$ cat config.mk
export PLATFORM = sky130hd
export DESIGN_NAME = ysyx_25040101_ifu
export DESIGN_NICKNAME = d
export VERILOG_FILES = /design/src/rtl/ysyx_25040101_pkg.sv /design/src/rtl/ysyx_25040101_ifu_fifo.sv /design/src/rtl/ysyx_25040101_ifu.sv
export SDC_FILE = /design/constraint.sdc
export NUM_CORES = 1
export LEC_CHECK = 0
export BUFFER_PORTS_ARGS = -buffer_cell sky130_fd_sc_hd__buf_2
export CAP_MARGIN = 20
export CORE_MARGIN = 8
export CORE_UTILIZATION = 50
export DETAILED_ROUTE_END_ITERATION = 7
export HOLD_SLACK_MARGIN = 0.06
export PLACE_DENSITY_LB_ADDON = 0.05
export SYNTH_ARGS = -nofsm -noshare
export SYNTH_HDL_FRONTEND = slang
export SYNTH_HIERARCHICAL = 1
export SYNTH_SLANG_ARGS = --single-unit
$ cat constraint.sdc
create_clock -name clk -period 4.51 [get_ports clk]
set_input_delay 0.902 -clock clk [delete_from_list [all_inputs] [get_ports clk]]
set_output_delay 0.902 -clock clk [all_outputs]
set_load 0.02 [all_outputs]
$ cat src/rtl/ysyx_25040101_pkg.sv
// Shared constants for the fetch unit: reset PC, instruction width, FSM encoding
// and the {pc, inst} record carried through the instruction buffer.
package ysyx_25040101_pkg;

    localparam logic [31:0] DEFAULT_RESET_PC = 32'h8000_0000;
    localparam int          INST_W           = 32;

    localparam logic [1:0] S_REQ  = 2'd0;
    localparam logic [1:0] S_WAIT = 2'd1;
    localparam logic [1:0] S_DROP = 2'd2;

    typedef struct packed {
        logic [31:0]       pc;
        logic [INST_W-1:0] inst;
    } fetch_t;

endpackage

$ cat src/rtl/ysyx_25040101_ifu_fifo.sv
// DEPTH-entry instruction buffer of {pc, inst}; head is visible the cycle after push.
// Flush beats push and pop; a pop on empty is ignored, a push on full only lands with a pop.
module ysyx_25040101_ifu_fifo
    import ysyx_25040101_pkg::*;
#(
    parameter int DEPTH = 2,
    localparam int AW = $clog2(DEPTH),
    localparam int CW = AW + 1
) (
    input  logic          clk,
    input  logic          rst,
    input  logic          push,
    input  fetch_t        push_dat,
    input  logic          pop,
    input  logic          flush,
    output fetch_t        head_dat,
    output logic          full,
    output logic          empty,
    output logic [CW-1:0] count
);

    fetch_t          mem [DEPTH];
    logic [AW-1:0]   wr_ptr;
    logic [AW-1:0]   rd_ptr;
    logic            do_push;
    logic            do_pop;

    assign full     = (count == CW'(DEPTH));
    assign empty    = (count == '0);
    assign do_pop   = pop && !empty;
    assign do_push  = push && (!full || do_pop);
    assign head_dat = mem[rd_ptr];

    always_ff @(posedge clk) begin
        if (rst) begin
            wr_ptr <= '0;
            rd_ptr <= '0;
            count  <= '0;
            for (int i = 0; i < DEPTH; i++) begin
                mem[i] <= '0;
            end
        end else if (flush) begin
            wr_ptr <= '0;
            rd_ptr <= '0;
            count  <= '0;
        end else begin
            if (do_push) begin
                mem[wr_ptr] <= push_dat;
                wr_ptr      <= wr_ptr + 1'b1;
            end
            if (do_pop) begin
                rd_ptr <= rd_ptr + 1'b1;
            end
            count <= count + CW'(do_push) - CW'(do_pop);
        end
    end

endmodule

$ cat src/rtl/ysyx_25040101_ifu.sv
// Fetch unit: one outstanding word fetch, buffered results to decode, redirect flush.
// Outputs are registered; response at N is visible at N+1; no request while buffer is full.
module ysyx_25040101_ifu
    import ysyx_25040101_pkg::*;
#(
    parameter logic [31:0] RESET_PC  = DEFAULT_RESET_PC,
    parameter int          BUF_DEPTH = 2
) (
    input  logic              clk,
    input  logic              rst,
    output logic              req_valid,
    input  logic              req_ready,
    output logic [31:0]       req_addr,
    input  logic              rsp_valid,
    input  logic [INST_W-1:0] rsp_data,
    output logic              inst_valid,
    input  logic              inst_ready,
    output logic [INST_W-1:0] inst,
    output logic [31:0]       inst_pc,
    input  logic              redirect_valid,
    input  logic [31:0]       redirect_pc
);

    localparam int CW = $clog2(BUF_DEPTH) + 1;

    logic [1:0]    state;
    logic [1:0]    state_nxt;
    logic [31:0]   fetch_pc;
    logic [31:0]   req_pc;
    logic          req_hs;
    logic          push;
    logic          pop;
    logic          buf_full;
    logic          buf_empty;
    logic [CW-1:0] count;
    logic [CW-1:0] count_nxt;
    fetch_t        head;

    assign req_hs = req_valid && req_ready;
    // A redirect voids any pop and any push in its cycle; the buffer is flushed instead.
    assign pop    = inst_valid && inst_ready && !redirect_valid;
    assign push   = (state == S_WAIT) && rsp_valid && !redirect_valid && !buf_full;

    assign count_nxt = redirect_valid ? '0 : (count + CW'(push) - CW'(pop));

    always_comb begin
        state_nxt = state;
        case (state)
            S_REQ:   if (req_hs) state_nxt = redirect_valid ? S_DROP : S_WAIT;
            S_WAIT:  if (rsp_valid) state_nxt = S_REQ;
                     else if (redirect_valid) state_nxt = S_DROP;
            S_DROP:  if (rsp_valid) state_nxt = S_REQ;
            default: state_nxt = S_REQ;
        endcase
    end

    // req_valid is precomputed from next state/occupancy so it stays a plain register.
    always_ff @(posedge clk) begin
        if (rst) begin
            state     <= S_REQ;
            fetch_pc  <= RESET_PC;
            req_pc    <= RESET_PC;
            req_valid <= 1'b0;
        end else begin
            state     <= state_nxt;
            req_valid <= (state_nxt == S_REQ) && (count_nxt < CW'(BUF_DEPTH));
            if (redirect_valid) begin
                fetch_pc <= redirect_pc & 32'hFFFF_FFFC;
            end else if (req_hs) begin
                fetch_pc <= fetch_pc + 32'd4;
            end
            if (req_hs) begin
                req_pc <= fetch_pc;
            end
        end
    end

    ysyx_25040101_ifu_fifo #(
        .DEPTH (BUF_DEPTH)
    ) u_fifo (
        .clk      (clk),
        .rst      (rst),
        .push     (push),
        .push_dat ('{pc: req_pc, inst: rsp_data}),
        .pop      (pop),
        .flush    (redirect_valid),
        .head_dat (head),
        .full     (buf_full),
        .empty    (buf_empty),
        .count    (count)
    );

    assign req_addr   = fetch_pc;
    assign inst_valid = !buf_empty;
    assign inst       = head.inst;
    assign inst_pc    = head.pc;

endmodule
# Yosys cells after proc, flatten, opt, wreduce, memory -nomap -nowiden
# Memories as Yosys holds them, arrays and structs flattened. A register that Yosys moved wholly into a read port is not among the register bits.
# Cells that the tools add are included.
totals:
  register_bits: 71
  out_inout_bits: 98
  inputBits: 70
  memories: 1
  ram_bits: 128
  wordCells: 59
classes:
  order_cmp: 1
  muxes: 20
  addsub: 7
  n_eq_ne: 3
  n_reduce_logical: 19
memory_table:
  columns: ["name", "words", "word_bits", "read_ports", "rd_clocked_by_memory_dff", "wr", "line_no", "rtl"]
  rows:
  - ["u_fifo.mem", 2, 64, 1, 1, 2, "ysyx_25040101_ifu_fifo.sv:22", "fetch_t mem [DEPTH];"]
ops:
  columns: ["op", "n"]
  rows:
  - ["$mux 32", 2]
  - ["$mux 64", 1]
  - ["$reduce_or 64->1", 1]
  - ["$add 32x3->32 const B", 1]
  - ["$mux 2", 6]
  - ["$mux 1", 10]
  - ["$logic_and 1x1->1", 9]
  - ["$logic_not 2->1", 3]
  - ["$pmux 2 s3", 1]
  - ["$add 2x1->2", 2]
  - ["$eq 2x2->1 const B", 2]
  - ["$sub 2x1->2", 2]
  - ["$logic_not 1->1", 3]
  - ["$add 1x1->1 const B", 2]
  - ["$eq 2x1->1 const B", 1]
  - ["$lt 2x2->1 const B", 1]
  - ["$reduce_bool 2->1", 1]
  - ["$reduce_or 2->1", 1]
  - ["$logic_or 1x1->1", 1]

# Logic depth before layout (Yosys ltp)
# Gate-level depths: netlist of the first run.
logic_depth:
  word_depth: 13
  depth_mapped: 11
  depth_no_buf: 10

# Hierarchy
# The synthesis of the first run kept the hierarchy.
by_module_without_submodules:
  columns: ["module", "area_per_inst_um2", "cells_each", "instances"]
  rows:
  - ["ysyx_25040101_ifu_fifo", 5863.1, 372, 1]
  - ["ysyx_25040101_ifu", 3056.7, 385, 1]

# Worst setup path after synthesis of the first run
# No wires, ideal clock.
synth_timing:
  path_kind: "input -> register"
  startpoint: "in redirect_valid"
  endpoint: "mem u_fifo/mem[0][0] (netlist bit) (enable)"
  cell_stages: 8
  path_slack_ns: 0.930
  arrival_ns: 3.186
  setup_time_ns: 0.394
  path_cell_list: "clkbuf_1 > inv_2 > clkbuf_1 > and3_1 > nor3b_2 > nor4bb_2 > buf_4 > or2_2"
synth_rtl:
  columns: ["element", "line_no", "rtl"]
  rows:
  - ["from (decl)", "ysyx_25040101_ifu.sv:20", "input logic redirect_valid,"]
  - ["to (decl)", "ysyx_25040101_ifu_fifo.sv:22", null]

==> results of run 1 <==
## final cells by class
type	instances	area (um^2)
fillers	1566	7300
clock buffers	21	493
multi-input cells	502	3360
flip-flops and latches	196	5210
repair buffers	175	951
inverters	12	45.0
clock inverters	11	75.1
well taps	229	287
## report_power, final
group	switching [mW]	internal [mW]
logic	0.175	0.104
registers	0.0533	1.97
clock network	0.648	0.788
total	0.876	2.87
## cell usage in the layout (no fill, tap or decap), types with 4 or more instances in the layout
cell type and count:
buf_4 8, o31ai_1 10, or4_1 13, or3_1 5
conb_1 6, nand3_1 12, a21oi_1 32, mux2_2 65
clkinv_2 4, a311oi_1 17, nand2_1 81, nor4_1 7
and2_1 107, a211oi_1 10, clkbuf_16 19, and3_1 4
edfxtp_1 128, nand4_1 7, o21ai_0 9, and2_2 23
nor2_1 35, nor3_1 5, xnor2_1 10, dfxtp_1 67
inv_1 12, buf_2 163
## routing by layer
layer / share of wire / up-vias / GRT usage
met3: 0.075 / 12 / 0.0517
li1: - / 3021 / -
met5: 0.00065 / - / 0
met4: 0.0074 / 2 / 0.0495
met1: 0.44 / 2944 / 0.232
met2: 0.47 / 211 / 0.295
## sequential cells by signal (all words and copies together), names as in the netlist, named ones only
name	flops
u_fifo/wr_ptr	1
req_pc	30
u_fifo/count	2
req_valid	1
req_addr	30
u_fifo/rd_ptr	1
u_fifo/mem	128
state	2
## final timing paths
kind / slack, ns / to
setup / recovery: 1.55 / inst[1]
hold reg to reg: 0.46 / req_pc[13]
hold / removal: 0.46 / req_pc[13]
setup reg to reg: 1.77 / u_fifo/mem[0][47]
## critical path, delay by kind of cell (launching register included)
kind	cells	cell delay (ns)
buffers and inverters	2	0.60
flip-flops	1	0.64
multiplexers	1	0.39
## kinds of logic after synthesis
kind of cell    after synthesis  share of synthesized area
simple gates                326                      0.207
flops                       196                      0.584
compound gates               89                     0.0668
mux                          65                     0.0821
buf+inv                      64                     0.0433
xor+xnor                     13                     0.0128
fa+ha+maj                     3                    0.00421
other cells                   1                   0.000420
## per-stage QoR
step	area [um^2]	total power, mW	utilization
after detailed placement	9840	2.35	0.555
after floorplan	8940	2.22	-
after global routing	10400	3.90	0.588
after global placement	9840	2.33	0.555
final	10400	3.74	0.588
after CTS	10400	3.78	0.587
==> summary.txt, run 1 <==
Status
  – Status: completed

Global routing
  – Vias in the first global route: 6,359
  – First-pass GRT wire length: 32,200 um
  – Antenna violations before repair: 1
  – Largest net degree at the start of global routing: 66
  – Gr usage total: 0.181
  – Overflow after GRT: 0

STA
  – Clock Skew: 0.00861 ns
  – Final worst slack: ~1.5 ns
  – Final setup vio count: 0
  – Min cycle time layout: between 2 and 3 ns
  – RSZ-0062 raised after global routing: no
  – Slew margin rel.: 0.546
  – Fmax: 0.338 GHz
  – Slew @ Worst Pin: 0.681 ns
  – Max Slew Vio Count: 0
  – Hold WS: 0.462 ns
  – Setup TNS: 0 ns
  – Final worst-path cycle share: 0.657
  – Final hold viol count: 0

Min path
  – Cells on Worst Hold Path: 2
  – Hold Crit Class: flop to flop
  – Hold Crit Start: req_pc[13]

Floorplan
  – Core area: 17,700 um^2
  – Die H: 150 um
  – Initial Util: 0.503
  – I/O pin total: 168
  – Cell Rows: 49
  – Die area: 22,400 um^2
  – Die width: 150 um

Logic synthesis
  – Number of synthesized flops with an enable pin: 128
  – #FFs+latches synth: 196
  – Synth unique cells: 57
  – Synth area leader: edfxtp_1
  – Top post-synthesis cells by count: edfxtp_1, and2_1, nand2_1, dfxtp_1, mux2_2
  – Synth async-reset ratio: 0
  – Most frequent cell after synthesis: edfxtp_1
  – Yosys top cell area share: 0.431
  – YS warnings: 6
  – Synth Area per Inst: about 12 um^2
  – Synth Flop Type: edfxtp_1
  – Synth top area cells: edfxtp_1, dfxtp_1, mux2_2, and2_1, nand2_1
  – Post-synthesis sequential area ratio: 0.584
  – Mapped Cells: 757
  – Post-Syn Area: 8920 um^2

Final layout
  – Antenna Cells: 0
  – Syn-to-layout area delta: 16.8%
  – Ratio of cells with drive above 1 in the final layout: 0.336
  – Fin nets: 977
  – Final Non-Filler Cells: 1,146

Placement
  – Final HPWL DP: around 13,000 um
  – Placed cells: 1,113
  – Port Buffers: 163
  – Pre-CTS setup slack: approximately 1.1 ns
  – Routability cong.: just over 0.8

Clock network
  – CTS Hold Bufs: 0
  – CTS clock-pin slew for the worst setup and hold paths: ~0.060 ns
  – Bufs on Longest Clock Path: 2
  – Num CTS Buffers: 17
  – Worst-skew pair later-pin latency: 0.42 ns
  – Setup Fix Bufs, Post-CTS: 0
  – H-tree depth: 4
  – CTS root buf: clkbuf_16
  – PostCTS Resize Cnt: 0
  – CTS sink cnt: 196
  – CTS tree: yes

Power and ir drop
  – PD cells: 359 nW/um^2
  – Maximum vdd drop: about 270 uV
  – Leak: between 4 and 5 nW

Routing
  – Vias per inst: about 5.4
  – Drt initial violations: 317
  – Routed WL per cell: between 15 and 20 um
  – Initial DRT Pass Iterations: 4
  – Routed WL: 20,100 um
  – Post-route ant nets: 0
  – Via count: about 6,200
  – DRC: 0

Setup path
  – Worst path slowest cell: dfxtp_2
  – Slowest cell delay on critical path: 0.64 ns
  – Worst Reg-to-Reg Cells: 6
  – Setup CP Type: flop to output port
  – Startpoint class of the critical path: flop
  – CP endpoint kind: output port
  – CP Data Arrival Time: 2.06 ns
  – Critical Path Fanout Max: 28
  – Worst Path Required: 3.61 ns
  – Crit-path cells: buf_4, mux2_2, buf_2
  – Worst R2R Start: u_fifo/count[0]

Job
  – Max Cap Viol: 0
Power figures use the tool's default switching activity.
==> inputs of run 2 (changes only) <==
- ABC_AREA: default -> 1
- clock period: 4.51 -> 2.7 ns (I/O delays scaled with it)
==> run 2 against run 1 <==
Compared with the run above:
- die area up 2.4%
- cell count grew 20%
- wire length grew 4.8%
- global-route usage rose by 0.72 points
- critical path depth did not move
- flip-flop and latch count did not move
- via count is 9.0% higher
- clock power is 74% higher
- combinational power rose by 95%
- first-iteration DRC count rose by 37%
- largest power group unchanged
==> summary.txt, run 2 <==
Final layout
  – Fin nets: 1,207 (+24%)
  – Final Non-Filler Cells: 1,376 (+20%)
  – Most common cell after layout, fill and taps aside: nor2_1
  – Ratio of cells with drive above 1 in the final layout: 0.276 (-0.0595)
  – Syn-to-layout area delta: 17.7%
  – Final Util: 0.600 (+0.0120)
  – Antenna Cells: 0 (unchanged)
  – Commonest cells after routing, fill and taps aside: nor2_1, buf_2, nand2_1, inv_1, edfxtp_1
  – Max reg flops: 128 (unchanged)
  – Biggest register: u_fifo/mem
  – # fillers: 1,654 (+5.6%)

Clock network
  – PostCTS Resize Cnt: 0 (unchanged)
  – Num CTS Buffers: 17 (unchanged)
  – CTS Hold Bufs: 0 (unchanged)
  – CTS clock-pin slew for the worst setup and hold paths: 0.08 ns (+0.02 ns)
  – CTS tree: yes
  – Worst-skew pair later-pin latency: 0.43 ns (about the same)
  – CTS root buf: clkbuf_16
  – H-tree depth: 4 (unchanged)
  – CTS sink cnt: 196 (unchanged)
  – Setup Fix Bufs, Post-CTS: 0 (unchanged)
  – Bufs on Longest Clock Path: 2 (unchanged)

Logic synthesis
  – Synth top area cells: edfxtp_1, dfxtp_1, mux2_2, nor2_1, nand2_1
  – Mapped Cells: 978 (+29%)
  – Number of synthesized flops with an enable pin: 128 (unchanged)
  – Post-Syn Area: 9160 um^2 (+2.7%)
  – Synth async-reset ratio: 0 (unchanged)
  – Synth unique cells: 33 (-42%)
  – Most frequent cell after synthesis: nor2_1
  – Top post-synthesis cells by count: nor2_1, nand2_1, inv_1, edfxtp_1, dfxtp_1
  – Post-synthesis sequential area ratio: 0.568 (-0.0153)
  – Synth Flop Type: edfxtp_1
  – Yosys top cell area share: 0.420 (-0.0113)
  – Synth area leader: edfxtp_1
  – #FFs+latches synth: 196 (unchanged)
  – YS warnings: 6 (unchanged)
  – Synth Area per Inst: 9.37 um^2 (-21%)

Routing
  – Vias per inst: 4.91 (-9.2%)
  – Via count: 6,750 (+9.0%)
  – Routed WL per cell: 15.3 um (-13%)
  – Initial DRT Pass Iterations: 6 (+2)
  – Post-route ant nets: 0 (unchanged)
  – DRC: 0 (unchanged)
  – Routed WL: 21,100 um (+4.8%)
  – Drt initial violations: 433 (+37%)

STA
  – Final worst slack: 0.461 ns (-1.09 ns)
  – Slew margin rel.: 0.465 (-0.0805)
  – Final hold viol count: 0 (unchanged)
  – Fmax: approximately 0.45 GHz
  – Slew @ Worst Pin: 0.802 ns (+0.121 ns)
  – RSZ-0062 raised after global routing: no
  – Clock Skew: 0.0113 ns (+0.00268 ns)
  – Setup TNS: 0 ns (unchanged)
  – Max Slew Vio Count: 0 (unchanged)
  – Final setup vio count: 0 (unchanged)
  – Min cycle time layout: 2.24 ns
  – Final worst-path cycle share: 0.829

Floorplan
  – Die H: 151 um (+1.2%)
  – Core area: 18,000 um^2 (+1.4%)
  – Initial Util: 0.510 (+0.00650)
  – Die area: 22,900 um^2 (+2.4%)
  – I/O pin total: 168 (unchanged)
  – Die width: 151 um (+1.2%)
  – Cell Rows: 49 (unchanged)

Placement
  – Port Buffers: 163 (unchanged)
  – Placed cells: 1,344 (+21%)
  – Final HPWL DP: 14,500 um (+7.8%)
  – Routability cong.: 0.951 (+14%)
  – Pre-CTS setup slack: 0.191 ns (-0.955 ns)

Power and ir drop
  – Comb power frac: 0.084 (+0.009)
  – Maximum vdd drop: 495 uV (+84%)
  – Net switching power figure: 1.62 mW (+85%)
  – PD cells: 597 nW/um^2 (+66%)
  – Sequential Power Share: 0.526 (-0.016)
  – Clock power share: 0.389 (+0.005)
  – Internal power: 4.81 mW (+68%)
  – Power, Total: 6.44 mW (+72%)
  – Leak: 4.58 nW (+12%)
  – Sw Ratio: 0.252 (+0.0179)

Setup path
  – Worst Path Buf+Inv: 2 (unchanged)
  – Worst path slowest cell: mux2_2
  – Startpoint class of the critical path: flop
  – Critical Path Fanout Max: 64 (+130%)
  – Slowest cell delay on critical path: 0.40 ns (-0.24 ns)
  – Crit-path cells: buf_12, mux2_2, buf_2
  – Worst Path Required: 2.16 ns (-1.45 ns)
  – CP endpoint kind: output port
  – CP Data Arrival Time: 1.70 ns (-0.36 ns)
  – Setup CP Type: flop to output port
  – Delay-heaviest family, CP: buffers and inverters

Global routing
  – Largest net degree at the start of global routing: 66 (unchanged)
  – Vias in the first global route: 6,654 (+4.6%)
  – Antenna violations before repair: 0 (-1)
  – First-pass GRT wire length: 33,800 um (+5.0%)
  – Overflow after GRT: 0 (unchanged)
  – Gr usage total: 0.188 (+0.00725)

Min path
  – Hold Crit Class: input port to flop

Status
  – Status: completed

Job
  – Max Cap Viol: 0 (unchanged)
[run 2: changes by cell type after synthesis, moves of 16 or more]
cell / delta
inv_1: +131
nand2_1: +73
a21oi_1: +20
a311oi_1: -17
nand3_1: +16
and2_2: -23
o21ai_0: +47
and2_1: -107
nor2_1: +134
[run 2: worst paths after layout]
kind / startpoint / to / slack, ns / cells after the start
max: flop / inst_pc[18] / 0.46 / 3
min reg2reg: req_pc[18] / req_pc[18] / 0.49 / 2
min: redirect_pc[6] / req_addr[6] / 0.37 / 3
max reg2reg: u_fifo/count[1] / u_fifo/mem[1][52] / 0.46 / 6
[run 2: final cells by class]
class	count	area (um^2)	share of cell area
inverter	146	548	0.0508
timing repair buffer	178	966	0.0896
clock buffer	17	425	0.0395
multi-input combinational	595	3190	0.296
sequential	196	5210	0.483
clock inverter	15	156	0.0145
tap	229	287	0.0266
[run 2: worst min-delay path, stage by stage]
cell     delay [ns]
buf_2          0.09
nand2_1        0.05
a31oi_1        0.07
[run 2: per-stage QoR]
step | cell area (um^2) | hold WS, ns
2_1_floorplan | 9190 | 0.443
3_3_place_gp | 10200 | 0.466
3_5_place_dp | 10200 | 0.475
4_1_cts | 10800 | 0.349
5_1_grt | 10800 | 0.369
6_report | 10800 | 0.370
[run 2: logic make-up after synthesis]
logic type,count (synthesis),share of synthesized area
compound gates,121,0.0687
xor+xnor,9,0.00861
fa+ha+maj,3,0.00410
buf+inv,190,0.0863
flops,196,0.568
mux,64,0.0787
other cells,1,0.000409
simple gates,394,0.185
[run 2: power by group through the flow]
stage	sequential [mW]	clock (mW)	combinational, mW
floorplan	3.47	0	0.316
global placement	3.45	0	0.544
detailed placement	3.45	0	0.546
CTS	3.39	2.56	0.551
global route	3.40	2.67	0.609
finish	3.39	2.51	0.543
[run 2: per-layer routing]
metal  global-route usage  part of all wire  vias to the layer above
li1                     -                 -                     3463
met1                0.249              0.46                     3060
met2                0.300              0.46                      202
met3               0.0394             0.065                       25
met4               0.0678             0.021                        0
met5                    0                 0                        -
==> inputs of run 3 (changes only) <==
- clock period: 2.7 -> 1.86 ns (I/O delays scaled with it)
==> run 3 against run 2 <==
Compared with the run above:
- final area up 9.7%
- clock power up 46%
- worst hold slack worse by 0.16 ns
- worst setup slack worse by 0.53 ns
- the flow now finishes with violations (setup timing)
- total power up 48%
- sequential power up 45%
- critical path depth unchanged
- count of clock-buffer cells in the layout unchanged
- highest routed layer unchanged
- cell count up 3.3%
- wire length up 8.3%
==> summary.txt, run 3 (synthesized netlist as in run 2, its figures left out) <==
Final layout
  – Commonest cells after routing, fill and taps aside: nand2_1, nor2_1, inv_1, buf_2, edfxtp_1
  – Register area: 5210 um^2 (+0.12%)
  – Max reg flops: 128 (unchanged)
  – Most common cell after layout, fill and taps aside: nand2_1
  – Final Util: 0.658 (+0.0580)
  – Biggest register: u_fifo/mem
  – Antenna Cells: 0 (unchanged)
  – # fillers: 1,498 (-9.4%)
  – Fin nets: 1,254 (+3.9%)
  – Syn-to-layout area delta: 29.0%
  – Ratio of cells with drive above 1 in the final layout: 0.330 (+0.0539)
  – Final Non-Filler Cells: 1,422 (+3.3%)
  – Final instance area: 11,800 um^2 (+9.7%)
  – Multi-input gate area: 3400 um^2 (+6.4%)

Setup path
  – R2R Setup Slk: -0.02 ns (-0.48 ns)
  – Reg2reg end: u_fifo/mem[0][62]
  – Worst R2R Start: state[1]
  – Startpoint class of the critical path: flop
  – Setup CP Type: flop to output port
  – CP Data Arrival Time: 1.56 ns (-0.14 ns)
  – Termination of the worst setup path: inst[14]
  – Worst Reg-to-Reg Cells: 9 (+3)
  – CP endpoint kind: output port
  – Crit-path cells: buf_12, mux2_2, buf_2
  – Critical Path Fanout Max: 27 (-58%)
  – Worst path slowest cell: dfxtp_4
  – Worst Path Required: 1.49 ns (-0.67 ns)
  – Slowest cell delay on critical path: 0.39 ns (about the same)

Floorplan
  – Cell Rows: 49 (unchanged)
  – Initial Util: 0.510 (unchanged)
  – Die width: 151 um (unchanged)
  – Die H: 151 um (unchanged)
  – Die area: 22,900 um^2 (unchanged)
  – I/O pin total: 168 (unchanged)
  – Core area: 18,000 um^2 (unchanged)

STA
  – RSZ-0062 raised after global routing: yes
  – Final worst-path cycle share: 1.04
  – Max Slew Vio Count: 0 (unchanged)
  – Final setup vio count: 76 (+76)
  – Clock Skew: 0.0114 ns (+0.0000815 ns)
  – Min cycle time layout: 1.93 ns
  – Final hold viol count: 0 (unchanged)
  – Final worst slack: -0.0679 ns (-0.529 ns)
  – Slew @ Worst Pin: 0.670 ns (-0.131 ns)
  – Slew margin rel.: 0.553 (+0.0871)
  – Fmax: a little over 0.5 GHz

Min path
  – Hold Crit Class: input port to flop

Clock network
  – CTS Hold Bufs: 0 (unchanged)
  – CTS sink cnt: 196 (unchanged)
  – Num CTS Buffers: 17 (unchanged)
  – CTS clock-pin slew for the worst setup and hold paths: 0.08 ns (about the same)
  – CTS tree: yes
  – CTS root buf: clkbuf_16
  – H-tree depth: 4 (unchanged)
  – Bufs on Longest Clock Path: 2 (unchanged)
  – Worst-skew pair later-pin latency: 0.43 ns (about the same)

Global routing
  – Antenna violations before repair: 0 (unchanged)
  – First-pass GRT wire length: 33,400 um (-1.2%)
  – Gr usage total: 0.186 (-0.00213)
  – Overflow after GRT: 0 (unchanged)
  – Largest net degree at the start of global routing: 57 (-14%)
  – Vias in the first global route: 6,739 (+1.3%)

Placement
  – Placed cells: 1,371 (+2.0%)
  – Port Buffers: 163 (unchanged)
  – Routability cong.: 0.892 (-6.2%)
  – Placed instance area: 10,600 um^2 (+3.9%)
  – Final HPWL DP: 15,600 um (+7.3%)

Routing
  – Routed WL per cell: 16.1 um (+4.8%)
  – DRC: 0 (unchanged)
  – Vias per inst: 4.94 (+0.64%)
  – Post-route ant nets: 0 (unchanged)
  – Drt initial violations: 333 (-23%)
  – Routed WL: 22,800 um (+8.3%)
  – Via count: 7,020 (+4.0%)
  – Initial DRT Pass Iterations: 5 (-1)

Status
  – Failing checks: setup timing
  – Status: finished, violations left

Power and ir drop
  – PD cells: 807 nW/um^2 (+35%)
  – Maximum vdd drop: 599 uV (+21%)
  – Power, Total: 9.54 mW (+48%)
  – Leak: 5.01 nW (+9.4%)

Job
  – Max Cap Viol: 0 (unchanged)
[run 3: power by group]
| group | leakage, nW | switching [mW] | internal, mW |
|---|---|---|---|
| sequential | 1.88 | 0.110 | 4.80 |
| clock | 0.278 | 1.65 | 2.02 |
| combinational | 2.85 | 0.570 | 0.387 |
| total | 5.01 | 2.33 | 7.21 |
[run 3: timing repair]
| action | 4_1_cts | 5_1_grt |
|---|---|---|
| gates resized for setup | 25 | 66 |
| pin swaps | 0 | 6 |
| cloned | 0 | 13 |
| setup buffers | 0 | 7 |
| endpoints found under the setup margin | 64 | 274 |
[run 3: layout make-up]
class	instances	share of cell area
clock inverter	14	0.0142
sequential	196	0.441
tap	229	0.0242
timing repair buffer	222	0.151
clock buffer	17	0.0360
multi-input combinational	598	0.287
inverter	146	0.0466
[run 3: how the worst min path moves through the flow]
| stage | start | endpoint | slack, ns | cells past startpoint |
|---|---|---|---|---|
| floorplan | req_pc[31] | req_pc[31] | 0.44 | 2 |
| global placement | req_pc[18] | req_pc[18] | 0.48 | 2 |
| detailed placement | req_pc[18] | req_pc[18] | 0.49 | 2 |
| CTS | redirect_pc[2] | req_addr[2] | 0.19 | 3 |
| global route | redirect_pc[7] | req_addr[7] | 0.19 | 3 |
| finish | redirect_pc[5] | req_addr[5] | 0.21 | 3 |
[run 3: routing by layer]
metal	vias up	wire length (um)	global-route usage
met5	-	0	0
li1	3560	-	-
met2	210	10700	0.303
met1	3229	10400	0.241
met3	21	1380	0.0427
met4	0	408	0.0619
[run 3: stage by stage]
stage / hold WS, ns / setup slack, ns / TNS, ns
detailed placement: 0.485 / -0.0200 / -0.579
global placement: 0.478 / -0.00367 / -0.0524
CTS: 0.186 / -0.0878 / -3.92
global route: 0.193 / -0.118 / -8.84
finish: 0.207 / -0.0679 / -2.29
floorplan: 0.443 / -0.0790 / -8.75
[run 3: critical path, delay by kind of cell, from the launching register on]
kind	cells	cell delay (ns)
buffers and inverters	2	0.36
DFF	1	0.39
muxes	1	0.37
